File: src/rtl/sram_arbiter_if.sv
// Request/response bus of sram_arbiter: display reads, game-logic
// writes and the strobe/address/data side toward the SRAM controller.
`timescale 1ns/1ps
interface sram_arbiter_if;
  logic        rd_req;
  logic [8:0]  rd_x;
  logic [8:0]  rd_y;
  logic        rd_ready;
  logic [5:0]  rd_data;
  logic        rd_valid;
  logic        wr_req;
  logic [8:0]  wr_x;
  logic [8:0]  wr_y;
  logic [5:0]  wr_data;
  logic        wr_ready;
  logic        wr_ack;
  logic        read;
  logic        write;
  logic [8:0]  mem_addr_x;
  logic [8:0]  mem_addr_y;
  logic [15:0] data_to_write;
  logic [15:0] sram_rdata;

  modport slave (
    input  rd_req, rd_x, rd_y,
    input  wr_req, wr_x, wr_y, wr_data,
    input  sram_rdata,
    output rd_ready, rd_data, rd_valid,
    output wr_ready, wr_ack,
    output read, write,
    output mem_addr_x, mem_addr_y,
    output data_to_write
  );

  modport master (
    output rd_req, rd_x, rd_y,
    output wr_req, wr_x, wr_y, wr_data,
    output sram_rdata,
    input  rd_ready, rd_data, rd_valid,
    input  wr_ready, wr_ack,
    input  read, write,
    input  mem_addr_x, mem_addr_y,
    input  data_to_write
  );
endinterface

File: src/rtl/sram_arbiter.sv
// Two-port framebuffer SRAM arbiter: display reads vs game writes,
// alternating priority on contention, out-of-range accesses muted.
`timescale 1ns/1ps
module sram_arbiter #(
  parameter int FB_W = 400,
  parameter int FB_H = 300
) (
  input logic           clk,
  input logic           rst_n,
  sram_arbiter_if.slave bus
);
  typedef enum logic [2:0] {
    IDLE, RD1, RD2, WR_SETUP, WR_PULSE, WR_HOLD
  } state_t;

  localparam logic [9:0] W_LIM = 10'(FB_W);
  localparam logic [9:0] H_LIM = 10'(FB_H);

  state_t      state_q;
  state_t      state_d;
  logic        live_q;
  logic        prefer_wr_q;
  logic        rd_oor_q;
  logic        wr_oor_q;
  logic        rd_valid_q;
  logic [5:0]  rd_data_q;
  logic [8:0]  addr_x_q;
  logic [8:0]  addr_y_q;
  logic [15:0] wdata_q;

  logic ready;
  logic rd_acc;
  logic wr_acc;
  logic take_rd;
  logic take_wr;
  logic rd_oor;
  logic wr_oor;
  logic rd_stb;
  logic wr_stb;
  logic ack;
  logic unused_rdata;

  // live_q keeps ready low until the first edge after reset
  assign ready   = live_q && (state_q == IDLE);
  assign rd_acc  = bus.rd_req && ready;
  assign wr_acc  = bus.wr_req && ready;
  assign take_wr = wr_acc && (!rd_acc || prefer_wr_q);
  assign take_rd = rd_acc && !take_wr;

  assign rd_oor = ({1'b0, bus.rd_x} >= W_LIM) ||
                  ({1'b0, bus.rd_y} >= H_LIM);
  assign wr_oor = ({1'b0, bus.wr_x} >= W_LIM) ||
                  ({1'b0, bus.wr_y} >= H_LIM);

  assign unused_rdata = ^bus.sram_rdata[15:6];

  always_comb begin
    state_d = state_q;
    rd_stb  = 1'b0;
    wr_stb  = 1'b0;
    ack     = 1'b0;
    unique case (state_q)
      IDLE: begin
        if (take_rd)      state_d = RD1;
        else if (take_wr) state_d = WR_SETUP;
      end
      RD1: begin
        state_d = RD2;
        rd_stb  = !rd_oor_q;
      end
      RD2: begin
        state_d = IDLE;
        rd_stb  = !rd_oor_q;
      end
      WR_SETUP: state_d = WR_PULSE;
      WR_PULSE: begin
        state_d = WR_HOLD;
        wr_stb  = !wr_oor_q;
      end
      WR_HOLD: begin
        state_d = IDLE;
        ack     = 1'b1;
      end
      default: state_d = IDLE;
    endcase
  end

  always_ff @(posedge clk or negedge rst_n) begin
    if (!rst_n) begin
      state_q     <= IDLE;
      live_q      <= 1'b0;
      prefer_wr_q <= 1'b0;
      rd_oor_q    <= 1'b0;
      wr_oor_q    <= 1'b0;
      rd_valid_q  <= 1'b0;
      rd_data_q   <= '0;
      addr_x_q    <= '0;
      addr_y_q    <= '0;
      wdata_q     <= '0;
    end else begin
      live_q     <= 1'b1;
      state_q    <= state_d;
      rd_valid_q <= (state_q == RD2);
      if (take_rd) begin
        addr_x_q <= bus.rd_x;
        addr_y_q <= bus.rd_y;
        rd_oor_q <= rd_oor;
      end
      if (take_wr) begin
        addr_x_q <= bus.wr_x;
        addr_y_q <= bus.wr_y;
        wdata_q  <= {10'b0, bus.wr_data};
        wr_oor_q <= wr_oor;
      end
      // a write still waiting when a read retires goes first next time
      if (state_q == RD2) begin
        rd_data_q   <= rd_oor_q ? 6'd0 : bus.sram_rdata[5:0];
        prefer_wr_q <= bus.wr_req;
      end
      if (state_q == WR_HOLD) prefer_wr_q <= 1'b0;
    end
  end

  assign bus.rd_ready      = ready;
  assign bus.wr_ready      = ready;
  assign bus.rd_valid      = rd_valid_q;
  assign bus.rd_data       = rd_data_q;
  assign bus.wr_ack        = ack;
  assign bus.read          = rd_stb;
  assign bus.write         = wr_stb;
  assign bus.mem_addr_x    = addr_x_q;
  assign bus.mem_addr_y    = addr_y_q;
  assign bus.data_to_write = wdata_q;
endmodule

File: src/flat_wrapper.sv
// flat-port wrapper written by rule: the top's interface ports become plain ports
module sram_arbiter_flat 
#(
  parameter int FB_W = 400,
  parameter int FB_H = 300
)
  (clk, rst_n, bus_rd_req, bus_rd_x, bus_rd_y, bus_wr_req, bus_wr_x, bus_wr_y, bus_wr_data, bus_sram_rdata, bus_rd_ready, bus_rd_data, bus_rd_valid, bus_wr_ready, bus_wr_ack, bus_read, bus_write, bus_mem_addr_x, bus_mem_addr_y, bus_data_to_write);
  sram_arbiter_if bus_i ();
  input logic clk;
  input logic rst_n;
  input wire logic [$bits(bus_i.rd_req)-1:0] bus_rd_req;
  input wire logic [$bits(bus_i.rd_x)-1:0] bus_rd_x;
  input wire logic [$bits(bus_i.rd_y)-1:0] bus_rd_y;
  input wire logic [$bits(bus_i.wr_req)-1:0] bus_wr_req;
  input wire logic [$bits(bus_i.wr_x)-1:0] bus_wr_x;
  input wire logic [$bits(bus_i.wr_y)-1:0] bus_wr_y;
  input wire logic [$bits(bus_i.wr_data)-1:0] bus_wr_data;
  input wire logic [$bits(bus_i.sram_rdata)-1:0] bus_sram_rdata;
  output wire logic [$bits(bus_i.rd_ready)-1:0] bus_rd_ready;
  output wire logic [$bits(bus_i.rd_data)-1:0] bus_rd_data;
  output wire logic [$bits(bus_i.rd_valid)-1:0] bus_rd_valid;
  output wire logic [$bits(bus_i.wr_ready)-1:0] bus_wr_ready;
  output wire logic [$bits(bus_i.wr_ack)-1:0] bus_wr_ack;
  output wire logic [$bits(bus_i.read)-1:0] bus_read;
  output wire logic [$bits(bus_i.write)-1:0] bus_write;
  output wire logic [$bits(bus_i.mem_addr_x)-1:0] bus_mem_addr_x;
  output wire logic [$bits(bus_i.mem_addr_y)-1:0] bus_mem_addr_y;
  output wire logic [$bits(bus_i.data_to_write)-1:0] bus_data_to_write;
  assign bus_i.rd_req = bus_rd_req;
  assign bus_i.rd_x = bus_rd_x;
  assign bus_i.rd_y = bus_rd_y;
  assign bus_i.wr_req = bus_wr_req;
  assign bus_i.wr_x = bus_wr_x;
  assign bus_i.wr_y = bus_wr_y;
  assign bus_i.wr_data = bus_wr_data;
  assign bus_i.sram_rdata = bus_sram_rdata;
  assign bus_rd_ready = bus_i.rd_ready;
  assign bus_rd_data = bus_i.rd_data;
  assign bus_rd_valid = bus_i.rd_valid;
  assign bus_wr_ready = bus_i.wr_ready;
  assign bus_wr_ack = bus_i.wr_ack;
  assign bus_read = bus_i.read;
  assign bus_write = bus_i.write;
  assign bus_mem_addr_x = bus_i.mem_addr_x;
  assign bus_mem_addr_y = bus_i.mem_addr_y;
  assign bus_data_to_write = bus_i.data_to_write;
  sram_arbiter #(.FB_W(FB_W), .FB_H(FB_H)) u_core (.clk(clk), .rst_n(rst_n), .bus(bus_i));
endmodule
File: config.mk
export PLATFORM = sky130hd
export DESIGN_NAME = sram_arbiter_flat
export DESIGN_NICKNAME = d
export VERILOG_FILES = /design/src/rtl/sram_arbiter_if.sv /design/src/rtl/sram_arbiter.sv /design/src/flat_wrapper.sv
export SDC_FILE = /design/constraint.sdc
export NUM_CORES = 1
export LEC_CHECK = 0
export ABC_AREA = 1
export BUFFER_PORTS_ARGS = -buffer_cell sky130_fd_sc_hd__buf_2
export CORE_MARGIN = 1.5
export CORE_UTILIZATION = 40
export DETAILED_ROUTE_END_ITERATION = 12
export PLACE_DENSITY = 0.76
export SYNTH_ARGS = -nofsm -noshare
export SYNTH_HDL_FRONTEND = slang
export SYNTH_SLANG_ARGS = --single-unit
export TNS_END_PERCENT = 50
File: constraint.sdc
create_clock -name clk -period 1.25 [get_ports clk]
set_input_delay 0.375 -clock clk [delete_from_list [all_inputs] [get_ports clk]]
set_output_delay 0.375 -clock clk [all_outputs]
set_load 0.03 [all_outputs]
==> results.md <==
- Initial antenna violation count: 0
- H-Tree Depth: 2
- Routed WL: around 5600 µm
- Worst hold slack: 0.0402 ns
- Seq/Total Area, Yosys: 0.473
- CP Max Fanout: 4
- Combinational family with the most area after synthesis: simple AND/OR/NAND/NOR gates
- Adder-Cell Fraction of Synth Area: 0
- Leading area contributor after synthesis: dfrtp_1
- Via count: 2027
- # nets final: 424
- Die Span X: 73.9 µm
- Clock slew seen by the registers of the worst setup and hold paths: approximately 0.070 ns
- Failing checks: negative setup slack
- HPWL after detailed placement: 3840 µm
- Avg Inst Size Synth: around 8.4 µm²
- Ports: 108
- Largest delay share family, worst path: flip-flops
- RSZ-0062 raised after global routing: yes
- Clock Latency Late Sink: 0.29 ns
- Final min period: 1.63 ns
- Critical Path Max Stage Delay: 0.46 ns
- ANT nets after route: 0
- Vias per inst: 4.71
- Critical path launch point type: flop
- Setup_tns: -8.57 ns
- Die area: 5460 µm²
- Remaining Overflow, GRT: 0
- Clock root buffer: clkbuf_8
- Clock Path Buffers: 2
- Post-synth top area share: 0.473
- Reg2Reg Depth: 9
- Crit path buf inv count: 1
- Reg-to-reg startpoint: u_core.state_q[0]
- Most frequent cells in the layout: buf_2, nand2_1, nand3_1
- Initial Util: 0.420
- Synthesis-to-layout area growth: 57.4%
- CTS tree: built
- Finished Layout Cells: 430
- FP Rows: 25
- Worst setup path class: flop to output pin
- Final setup fails: 33
- DR iter-0 viols: 115
- Class of the worst hold path: primary input to asynchronous set/reset pin
- Max Cap Viol: 0
- Worst Skew: between 0.003 and 0.004 ns
- Yosys warns: 0
- Synth Cell Area: ~2000 µm²
- Outcome: finished with violations
- Power per Cell Area: about 2300 nW/µm²
- Mux share of post-synthesis cell area: 0
- GPL Wtd Cong: 0.838
- Post-synth cell types: 23
- Gr usage total: 0.210
- Top post-synthesis cells by area: dfrtp_1, nand3_1, nand2_1
- Wire length per cell: 13.0 µm
- Largest net degree at the start of global routing: 39
- First-pass GRT wire length: 8650 µm
- Pre-CTS setup slack: -0.174 ns
- Worst setup slack after layout: -0.376 ns
- CP arrival: 1.25 ns
- Die height: 73.9 µm
- Core area: roughly 4800 µm²
- Critical Path End Type: output pin
- Synth Area in Simple Gates: 0.383
- Static leakage: 1.73 nW
- #FFs+latches synth: 38
- I/O Buffers: between 80 and 90
- DRC: 0
- Crit path cell chain: nor2_8, nand2_4, nor2_4, buf_6
- Clock sink count: 38
- Synth Area in Compound Gates: 0.0255
- WP data required: around 0.88 ns
- Post-synthesis cell count: approximately 240
- Most common cell after layout, fill and taps aside: buf_2
- Placed Cells: between 400 and 500
- Share of cells above drive strength 1: 0.468
- XOR/XNOR Fraction of Synth Area: 0
- DR pass1 iterations: 4
- FF-to-FF End: u_core.bus.mem_addr_x[0]
- Total CTS buffers: 5
- Max Slew Vio Count: 0
- Antenna cells: 0
- Vias in the first global route: 1863
- VDD IR max: 1.07 mV
- Power Total: 7.21 mW
- Final hold vios: 0
- FF-to-FF setup slack: -0.30 ns
- Slowest CP cell: dfrtp_2
- Max Freq: 615 MHz
- Fin crit share: 1.30
cell usage after synthesis:
library cell,count
nand3_1,68
nand2_1,63
dfrtp_1,38
inv_1,15
nor2_1,13
buf_4,12
buf_6,6
inv_2,3
nor2_8,3
o21ai_0,3
conb_1,2
nor3_1,2
a21o_1,1
buf_2,1
nand2_2,1
nand2_4,1
nand3_4,1
nand4_2,1
nor2_4,1
nor3_4,1
o21ai_1,1
o21ai_4,1
o21bai_1,1
report_power, final:
| group | leakage (nW) | internal (mW) | switching (mW) | total, mW |
|---|---|---|---|---|
| registers | 0.477 | 1.76 | 0.403 | 2.17 |
| clock network | 0.0579 | 0.587 | 0.432 | 1.02 |
| logic | 1.20 | 1.64 | 2.38 | 4.02 |
how the worst max path moves through the flow:
stage	from	endpoint	cells past startpoint
floorplan	u_core.state_q[1]	bus_wr_ready	4
global placement	u_core.state_q[1]	bus_wr_ready	4
detailed placement	u_core.state_q[1]	bus_wr_ready	4
CTS	u_core.state_q[1]	bus_read	4
global route	u_core.state_q[0]	bus_wr_ready	4
finish	u_core.state_q[0]	bus_wr_ready	4
registers in the layout (all words and copies together) (netlist names):
name,count
u_core.prefer_wr_q,1
u_core.bus.data_to_write,6
u_core.state_q,3
u_core.bus.mem_addr_y,9
u_core.live_q,1
u_core.bus.mem_addr_x,9
u_core.rd_oor_q,1
u_core.bus.rd_valid,1
u_core.bus.rd_data,6
u_core.wr_oor_q,1
cell type report:
cell class / instances / area (µm²)
clock buffer: 5 / 68.8
clock inverter: 3 / 40.0
fill: 407 / 1620
inverter: 18 / 72.6
multi-input combinational: 173 / 978
sequential: 38 / 953
tap: 67 / 83.8
timing repair buffer: 126 / 968
kinds of logic (layout without fill, tap and decap cells):
family                 after synthesis  in the layout
and+or+nand+nor                    155            155
other                                2             11
buffers and inverters               37            152
AOI/OAI and AO/OA                    7              7
DFF                                 38             38
per-stage QoR:
| step | instance area (µm²) | utilization |
|---|---|---|
| 2_1_floorplan | 2120 | - |
| 3_3_place_gp | 2720 | 0.569 |
| 3_5_place_dp | 2720 | 0.569 |
| 4_1_cts | 3030 | 0.634 |
| 5_1_grt | 3170 | 0.661 |
| 6_report | 3170 | 0.661 |
layer usage:
layer  vias to the layer above  GRT usage  share of wire
met3                         2     0.0535          0.063
met4                         0     0.0617         0.0041
met1                       939      0.275           0.44
met5                         -          0              0
met2                        77      0.342           0.49
li1                       1009          -              -
repair_timing:
action / CTS / global route
buffers inserted: 7 / 3
gates resized for setup: 33 / 11
hold buffers: 0 / 0
cloned: 1 / 3
endpoints found under the hold margin: 0 / 0
endpoints found under the setup margin: 38 / 64
pin swaps: 5 / 1
Power figures use the tool's default switching activity.
